## config.mk

```make
export PLATFORM = sky130hd
export DESIGN_NAME = branch_resolve_pht
export DESIGN_NICKNAME = d
export VERILOG_FILES = /design/src/rtl/branch_resolve_pht.sv
export SDC_FILE = /design/constraint.sdc
export NUM_CORES = 1
export LEC_CHECK = 0
export ABC_AREA = 1
export CAP_MARGIN = 10
export CORE_ASPECT_RATIO = 1.4
export CORE_MARGIN = 5
export CORE_UTILIZATION = 45
export DETAILED_ROUTE_END_ITERATION = 16
export DONT_BUFFER_PORTS = 1
export HOLD_SLACK_MARGIN = 0.05
export PLACE_DENSITY = 0.63
export REMOVE_ABC_BUFFERS = 1
export SLEW_MARGIN = 20
export SYNTH_ARGS = -nofsm -noshare
export SYNTH_HDL_FRONTEND = slang
export SYNTH_SLANG_ARGS = --single-unit
```

## constraint.sdc

```tcl
create_clock -name clk -period 4.65 [get_ports clk]
set_input_delay 0.93 -clock clk [delete_from_list [all_inputs] [get_ports clk]]
set_output_delay 0.93 -clock clk [all_outputs]
set_load 0.03 [all_outputs]
```

## src/rtl/branch_resolve_pht.sv

```systemverilog
// EXE-stage branch resolver: evaluates branch conditions, checks the IF direction
// prediction, emits registered flush pulses and maintains the 2-bit PHT read by IF.
module branch_resolve_pht #(
  parameter int         DATA_W    = 32,
  parameter int         PC_W      = 32,
  parameter int         PHT_IDX_W = 6,
  parameter logic [1:0] CNT_INIT  = 2'b01,
  parameter int         STAT_W    = 16
) (
  input  logic              clk,
  input  logic              resetn,
  input  logic              exe_valid,
  input  logic              exe_stall,
  input  logic              exe_kill,
  input  logic              exe_is_branch,
  input  logic [2:0]        exe_branch_code,
  input  logic              exe_is_likely,
  input  logic [DATA_W-1:0] exe_op_a,
  input  logic [DATA_W-1:0] exe_op_b,
  input  logic [PC_W-1:0]   exe_pc,
  input  logic              exe_pred_taken,
  input  logic [PC_W-1:0]   if_pc,
  output logic              if_pred_taken,
  output logic              resolve_valid,
  output logic              resolve_taken,
  output logic              branch_flush,
  output logic              delayslot_flush,
  output logic [STAT_W-1:0] mispredict_cnt
);

  localparam int PHT_N = 1 << PHT_IDX_W;
  localparam logic signed [DATA_W-1:0] ZERO = '0;

  logic [1:0]            pht_reg [PHT_N];
  logic [STAT_W-1:0]     mispredict_cnt_reg;
  logic                  resolve_valid_reg;
  logic                  resolve_taken_reg;
  logic                  branch_flush_reg;
  logic                  delayslot_flush_reg;

  logic signed [DATA_W-1:0] op_a_s;
  logic                  fire;
  logic                  is_jr;
  logic                  taken;
  logic                  mispredict;
  logic                  pht_we;
  logic [PHT_IDX_W-1:0]  exe_idx;
  logic [PHT_IDX_W-1:0]  if_idx;
  logic [1:0]            cnt_cur;
  logic [1:0]            cnt_next;

  assign op_a_s  = exe_op_a;
  assign exe_idx = exe_pc[PHT_IDX_W+1:2];
  assign if_idx  = if_pc[PHT_IDX_W+1:2];

  // Stall and kill gate the pulse so a held branch resolves exactly once, on release.
  assign fire = exe_valid & exe_is_branch & ~exe_stall & ~exe_kill & (exe_branch_code != 3'd7);
  assign is_jr = (exe_branch_code == 3'd6);

  always_comb begin
    taken = 1'b0;
    case (exe_branch_code)
      3'd0:    taken = (exe_op_a == exe_op_b);
      3'd1:    taken = (exe_op_a != exe_op_b);
      3'd2:    taken = (op_a_s >= ZERO);
      3'd3:    taken = (op_a_s >  ZERO);
      3'd4:    taken = (op_a_s <= ZERO);
      3'd5:    taken = (op_a_s <  ZERO);
      3'd6:    taken = 1'b1;
      default: taken = 1'b0;
    endcase
  end

  // JR targets are never predicted, so a JR always redirects fetch.
  assign mispredict = is_jr | (taken ^ exe_pred_taken);
  assign pht_we     = fire & ~is_jr;

  assign cnt_cur = pht_reg[exe_idx];

  always_comb begin
    cnt_next = cnt_cur;
    if (taken) begin
      if (cnt_cur != 2'b11) cnt_next = cnt_cur + 2'b01;
    end else begin
      if (cnt_cur != 2'b00) cnt_next = cnt_cur - 2'b01;
    end
  end

  // Prediction reads the stored value, so a same-cycle update shows up one cycle later.
  assign if_pred_taken = pht_reg[if_idx][1];

  always_ff @(posedge clk or negedge resetn) begin
    if (!resetn) begin
      for (int i = 0; i < PHT_N; i++) pht_reg[i] <= CNT_INIT;
    end else if (pht_we) begin
      pht_reg[exe_idx] <= cnt_next;
    end
  end

  always_ff @(posedge clk or negedge resetn) begin
    if (!resetn) begin
      resolve_valid_reg   <= 1'b0;
      resolve_taken_reg   <= 1'b0;
      branch_flush_reg    <= 1'b0;
      delayslot_flush_reg <= 1'b0;
      mispredict_cnt_reg  <= '0;
    end else begin
      resolve_valid_reg   <= fire;
      resolve_taken_reg   <= fire & taken;
      branch_flush_reg    <= fire & mispredict;
      delayslot_flush_reg <= fire & exe_is_likely & ~taken;
      if (fire && mispredict && (mispredict_cnt_reg != {STAT_W{1'b1}}))
        mispredict_cnt_reg <= mispredict_cnt_reg + STAT_W'(1);
    end
  end

  assign resolve_valid   = resolve_valid_reg;
  assign resolve_taken   = resolve_taken_reg;
  assign branch_flush    = branch_flush_reg;
  assign delayslot_flush = delayslot_flush_reg;
  assign mispredict_cnt  = mispredict_cnt_reg;

  // PC bits outside the index field do not take part in PHT addressing.
  logic unused_pc_bits;
  assign unused_pc_bits = ^{exe_pc[PC_W-1:PHT_IDX_W+2], exe_pc[1:0],
                            if_pc[PC_W-1:PHT_IDX_W+2], if_pc[1:0]};

endmodule

```

Word level (Yosys, flattened, before mapping) --
Index checks and enable logic that the tools add are counted.
Storage, ports and cells: bits in registers 148, output and inout bits 21, bits of input ports 139, word-level logic and storage cells 125
Operators by class: eq/ne operators 11, magnitude comparators 7, bitwise logic cells 17, add/sub/neg operators 3, reduce and logical (&&, ||, !) cells 5, multiplexer cells 13
Operators with widths (count):
- bitwise mux 128 bit | 1
- == test 32 bit | 1
- >= comparator 32 x 1 -> 1 bit (second input constant) | 1
- greater-than comparator 32 x 1 -> 1 bit (second input constant) | 1
- less-or-equal comparator 32 x 1 -> 1 bit (second input constant) | 1
- less-than comparator 32 x 1 -> 1 bit (second input constant) | 1
- != test 32 bit | 1
- binary-select mux 2 bit (select 6 bit) | 2
- adder 16 x 1 -> 16 bit (second input constant) | 1
- two-way mux 2 bit | 8
- != test 16 bit (second input constant) | 1
- >= comparator 7 bit (second input constant) | 2
- NOT 6 -> 7 bit | 2
- demux 2 bit (select 6 bit) | 1
- AND 1 bit | 9
- == test 3 bit (second input constant) | 3
- less-than comparator 7 x 1 -> 1 bit (second input constant) | 1
- one-hot mux 1 bit (7 select lines) | 1
- == test 3 x 2 -> 1 bit (second input constant) | 2
- NOT 1 bit | 4
- == test 3 x 1 -> 1 bit (second input constant) | 1
- logical AND 1 bit | 3
- zero test 3 bit | 1
- != test 3 bit (second input constant) | 1
- 6 further kinds | 6

Logic depth before layout (Yosys ltp) --
depth in word-level cells 8, gate-level depth with buffers 18, gate-level depth less buffers 17

Worst setup path after synthesis --
No wires, ideal clock.
path kind input port to output port, from in if_pc[2], to out if_pred_taken, stages 7, data required time 3.720 ns, arrival time 2.054 ns, path buffers 1, setup slack 1.666 ns, path through inv_1 > clkbuf_1 > a21oi_1 > o311ai_0 > nand3_1 > nand3b_1 > nand2_1
Between the ends: word-level cells in the longest chain between the ends 4
RTL lines:
- start, declared | RTL line 22 | input logic [PC_W-1:0] if_pc,
- NOT 6 -> 7 bit (not written as such) | RTL line 90 | assign if_pred_taken = pht_reg[if_idx][1];
- binary-select mux 2 bit (select 6 bit) | RTL line 90
- two-way mux 2 bit (not written as such) (2 in a row) | RTL line 90
- end, declared | RTL line 23 | output logic if_pred_taken,
Every way passes these cells. The select of a mux whose other input is x is not followed.

Worst setup path after layout --
from in if_pc[3], to out if_pred_taken
The elaborated chain is that of the path after synthesis.

==> results.py <==
metrics = {
    "global_route": {
        "grt_pass1_vias": 8674,
        "grt_pass1_wl_um": 45400,
        "overflow": 0,
        "grt_max_degree": 149,
        "grt_usage": 0.233,
        "antenna_found_initial": 0,
    },
    "critical_path": {
        "cp-startpoint": "if_pc[3]",
        "reg2reg_depth": 12,
        "required_ns": 3.72,
        "crit_type": "primary input to output port",
        "r2r_setup_slack_ns": 2.26,
        "start_kind": "primary input",
        "regToRegStartpoint": "pht_reg[4]$_DFFE_PN1P_",
        "cp_max_fo": 14,
        "crit_arrival_ns": 2.73,
        "critPathCaptureType": "output port",
        "r2r_end": "pht_reg[76]$_DFFE_PN1P_",
    },
    "logic_synthesis": {
        "ys_types": 41,
        "avgSynthCellArea_um2": 6.73,
        "ys_ff_latch": 148,
        "synth_cells": 1401,
        "synthXorXnorAreaFrac": 0.0344,
        "ys_async_sr_fraction": 1.00,
        "synth_compound_gate_area_share": 0.0669,
        "synth_edf_count": 0,
        "yosysSeqAreaShare": 0.401,
        "syn_area_um2": 9430,
        "yosysWarnings": 0,
        "synth_top_family_by_area": "simple AND/OR/NAND/NOR gates",
        "synth_fa_ha_area_frac": 0.00133,
        "synthSimpleGateAreaFrac": 0.399,
        "ys.flop_type": "dfrtp_1",
        "synthMuxAreaShare": 0,
    },
    "finish": {
        "nets": 1523,
        "mostFrequentLayoutCells": "nand2_1 (622), nor2_1 (140), inv_1 (130)",
        "num_antenna_cells": 0,
        "final_common_cell": "nand2_1",
        "final_area_um2": 10200,
        "area_growth_pct": 7.99,
        "drive_above_1_share": 0.0938,
        "largest_reg_flops": 128,
    },
    "power_and_ir_drop": {
        "power.switching_mw": 0.754,
        "cellLeakagePower_nw": 4.83,
        "p_clk_frac": 0.503,
        "powerDensity_nw_per_um2": 316,
        "pwr-share-seq": 0.424,
        "swShare": 0.235,
        "pwr-share-comb": 0.072,
        "power.internal_mw": 2.46,
        "ir_worst_vdd_v": 0.000239,
    },
    "floorplanning": {
        "io_pins": 160,
        "core_area_um2": 20600,
        "start_util": 0.458,
        "die_h_um": 181,
        "die_area_um2": 24000,
        "rows": 62,
        "die-width_um": 132,
    },
    "placement": {
        "placed_cell_area_um2": 9490,
        "io_buffers": 0,
        "place_ws_ns": 0.995,
        "place.gp.congestion": 0.906,
        "place_hpwl_um": 18900,
    },
    "detailed_routing": {
        "drtIter0Drc": 678,
        "drtPass1Iterations": 6,
        "wl_um": 28100,
        "vias_per_cell": 5.37,
        "wl_met1_um": 11300,
        "ant_nets": 0,
        "vias": 8872,
        "wl_met3_um": 1890,
        "wl_per_cell_um": 17.0,
        "drc": 0,
        "top_layer_used": "met4",
        "wl_met2_um": 14200,
    },
    "sta": {
        "fin_skew_ns": 0.0117,
        "finalCritPeriodShare": 0.788,
        "max_slew.worst_pin.slew_ns": 0.855,
        "maxSlewHeadroom": 0.430,
        "clock.fmax_mhz": 273,
        "fin_crit_ns": 3.66,
        "rsz0062_at_grt": "no",
        "setup_tns_ns": 0,
        "timing.final.ws_setup_ns": 0.987,
        "finalHoldViolations": 0,
        "drv_slew": 0,
        "setup_violations": 0,
    },
    "clock_network": {
        "cts_made_buffers": 17,
        "cts_tree": "done",
        "post_cts_resized": 0,
        "clock-sinks": 148,
        "clkTransAtPathRegs_ns": 0.06,
        "cts_root_buf": "clkbuf_16",
        "insertion_delay_ns": 0.43,
        "cts_max_level": 4,
        "clockBufferDepth": 2,
        "cts_setup_buffers": 0,
        "cts_hold_buf": 0,
    },
    "job": {
        "maxCapViolations": 0,
    },
    "status": {
        "outcome": "finished, final reports clean",
    },
    "worst_hold_path": {
        "hp-class": "primary input to async pin",
    },
}
## power groups by stage
stage / Clock, mW / Sequential [mW] / Combinational (mW)
global placement: 0 / 1.38 / 0.227
global route: 1.69 / 1.37 / 0.256
finish: 1.62 / 1.36 / 0.232
floorplan: 0 / 1.38 / 0.160
CTS: 1.64 / 1.36 / 0.232
detailed placement: 0 / 1.38 / 0.231
## cell type report
cell class / instances / area, µm²
sequential: 148 / 3780
tap: 256 / 320
clock inverter: 8 / 195
timing repair buffer: 12 / 115
inverter: 142 / 543
multi-input combinational: 1062 / 4730
fill: 2041 / 10400
clock buffer: 24 / 492
## per-layer routing
metal	vias up	global-route usage
li1	4353	-
met1	4173	0.278
met2	286	0.411
met3	60	0.0523
met4	0	0.0815
met5	-	0
## cells by family after synthesis
| group | after synthesis |
|---|---|
| compound gates | 109 |
| xor+xnor | 37 |
| fa+ha+maj | 1 |
| buf+inv | 191 |
| flops | 148 |
| simple gates | 915 |
## critical path, stage by stage
cell,delay (ns)
clkinv_1,0.32
buf_4,0.33
o21ai_0,0.09
a21oi_1,0.07
o311ai_0,0.52
nand3_1,0.13
nand3_1,0.11
nand2_1,0.23
## Yosys cell counts, types with 3 or more instances
cell type / instances / area (µm²)
nor3_1: 21 / 105
buf_4: 11 / 82.6
nand3_2: 6 / 60.1
nand4_1: 25 / 156
inv_2: 8 / 30.0
inv_1: 130 / 488
clkbuf_1: 13 / 48.8
dfstp_2: 64 / 1680
a211oi_1: 8 / 60.1
buf_6: 19 / 214
nand3_1: 84 / 420
nand3_4: 3 / 52.6
xnor2_1: 26 / 228
nand2_1: 622 / 2330
xor2_1: 11 / 96.3
a22oi_1: 3 / 22.5
o21ai_0: 46 / 230
a21oi_1: 28 / 140
o21ai_1: 6 / 30.0
buf_2: 5 / 25.0
nor2_1: 140 / 526
nand3b_1: 4 / 30.0
o221ai_1: 6 / 52.6
o311ai_0: 6 / 52.6
dfrtp_1: 84 / 2100
## through the flow
step	utilization	cells	total power, mW	hold slack (ns)
final	0.495	1652	3.21	0.197
after global routing	0.495	1652	3.32	0.174
after CTS	0.495	1652	3.23	0.179
after detailed placement	0.462	1620	1.62	0.457
after global placement	0.462	1620	1.61	0.451
after floorplan	-	1352	1.54	0.447
## worst max path at each step
| stage | to | slack [ns] | cells past startpoint |
|---|---|---|---|
| 3_3_place_gp | if_pred_taken | 1.02 | 8 |
| 6_report | if_pred_taken | 0.99 | 8 |
| 2_1_floorplan | pht_reg[79]$_DFFE_PN0P_ | 0.60 | 13 |
| 4_1_cts | if_pred_taken | 0.98 | 8 |
| 3_5_place_dp | if_pred_taken | 1.0 | 8 |
| 5_1_grt | if_pred_taken | 0.90 | 8 |
(Power assumes the default switching activity.)
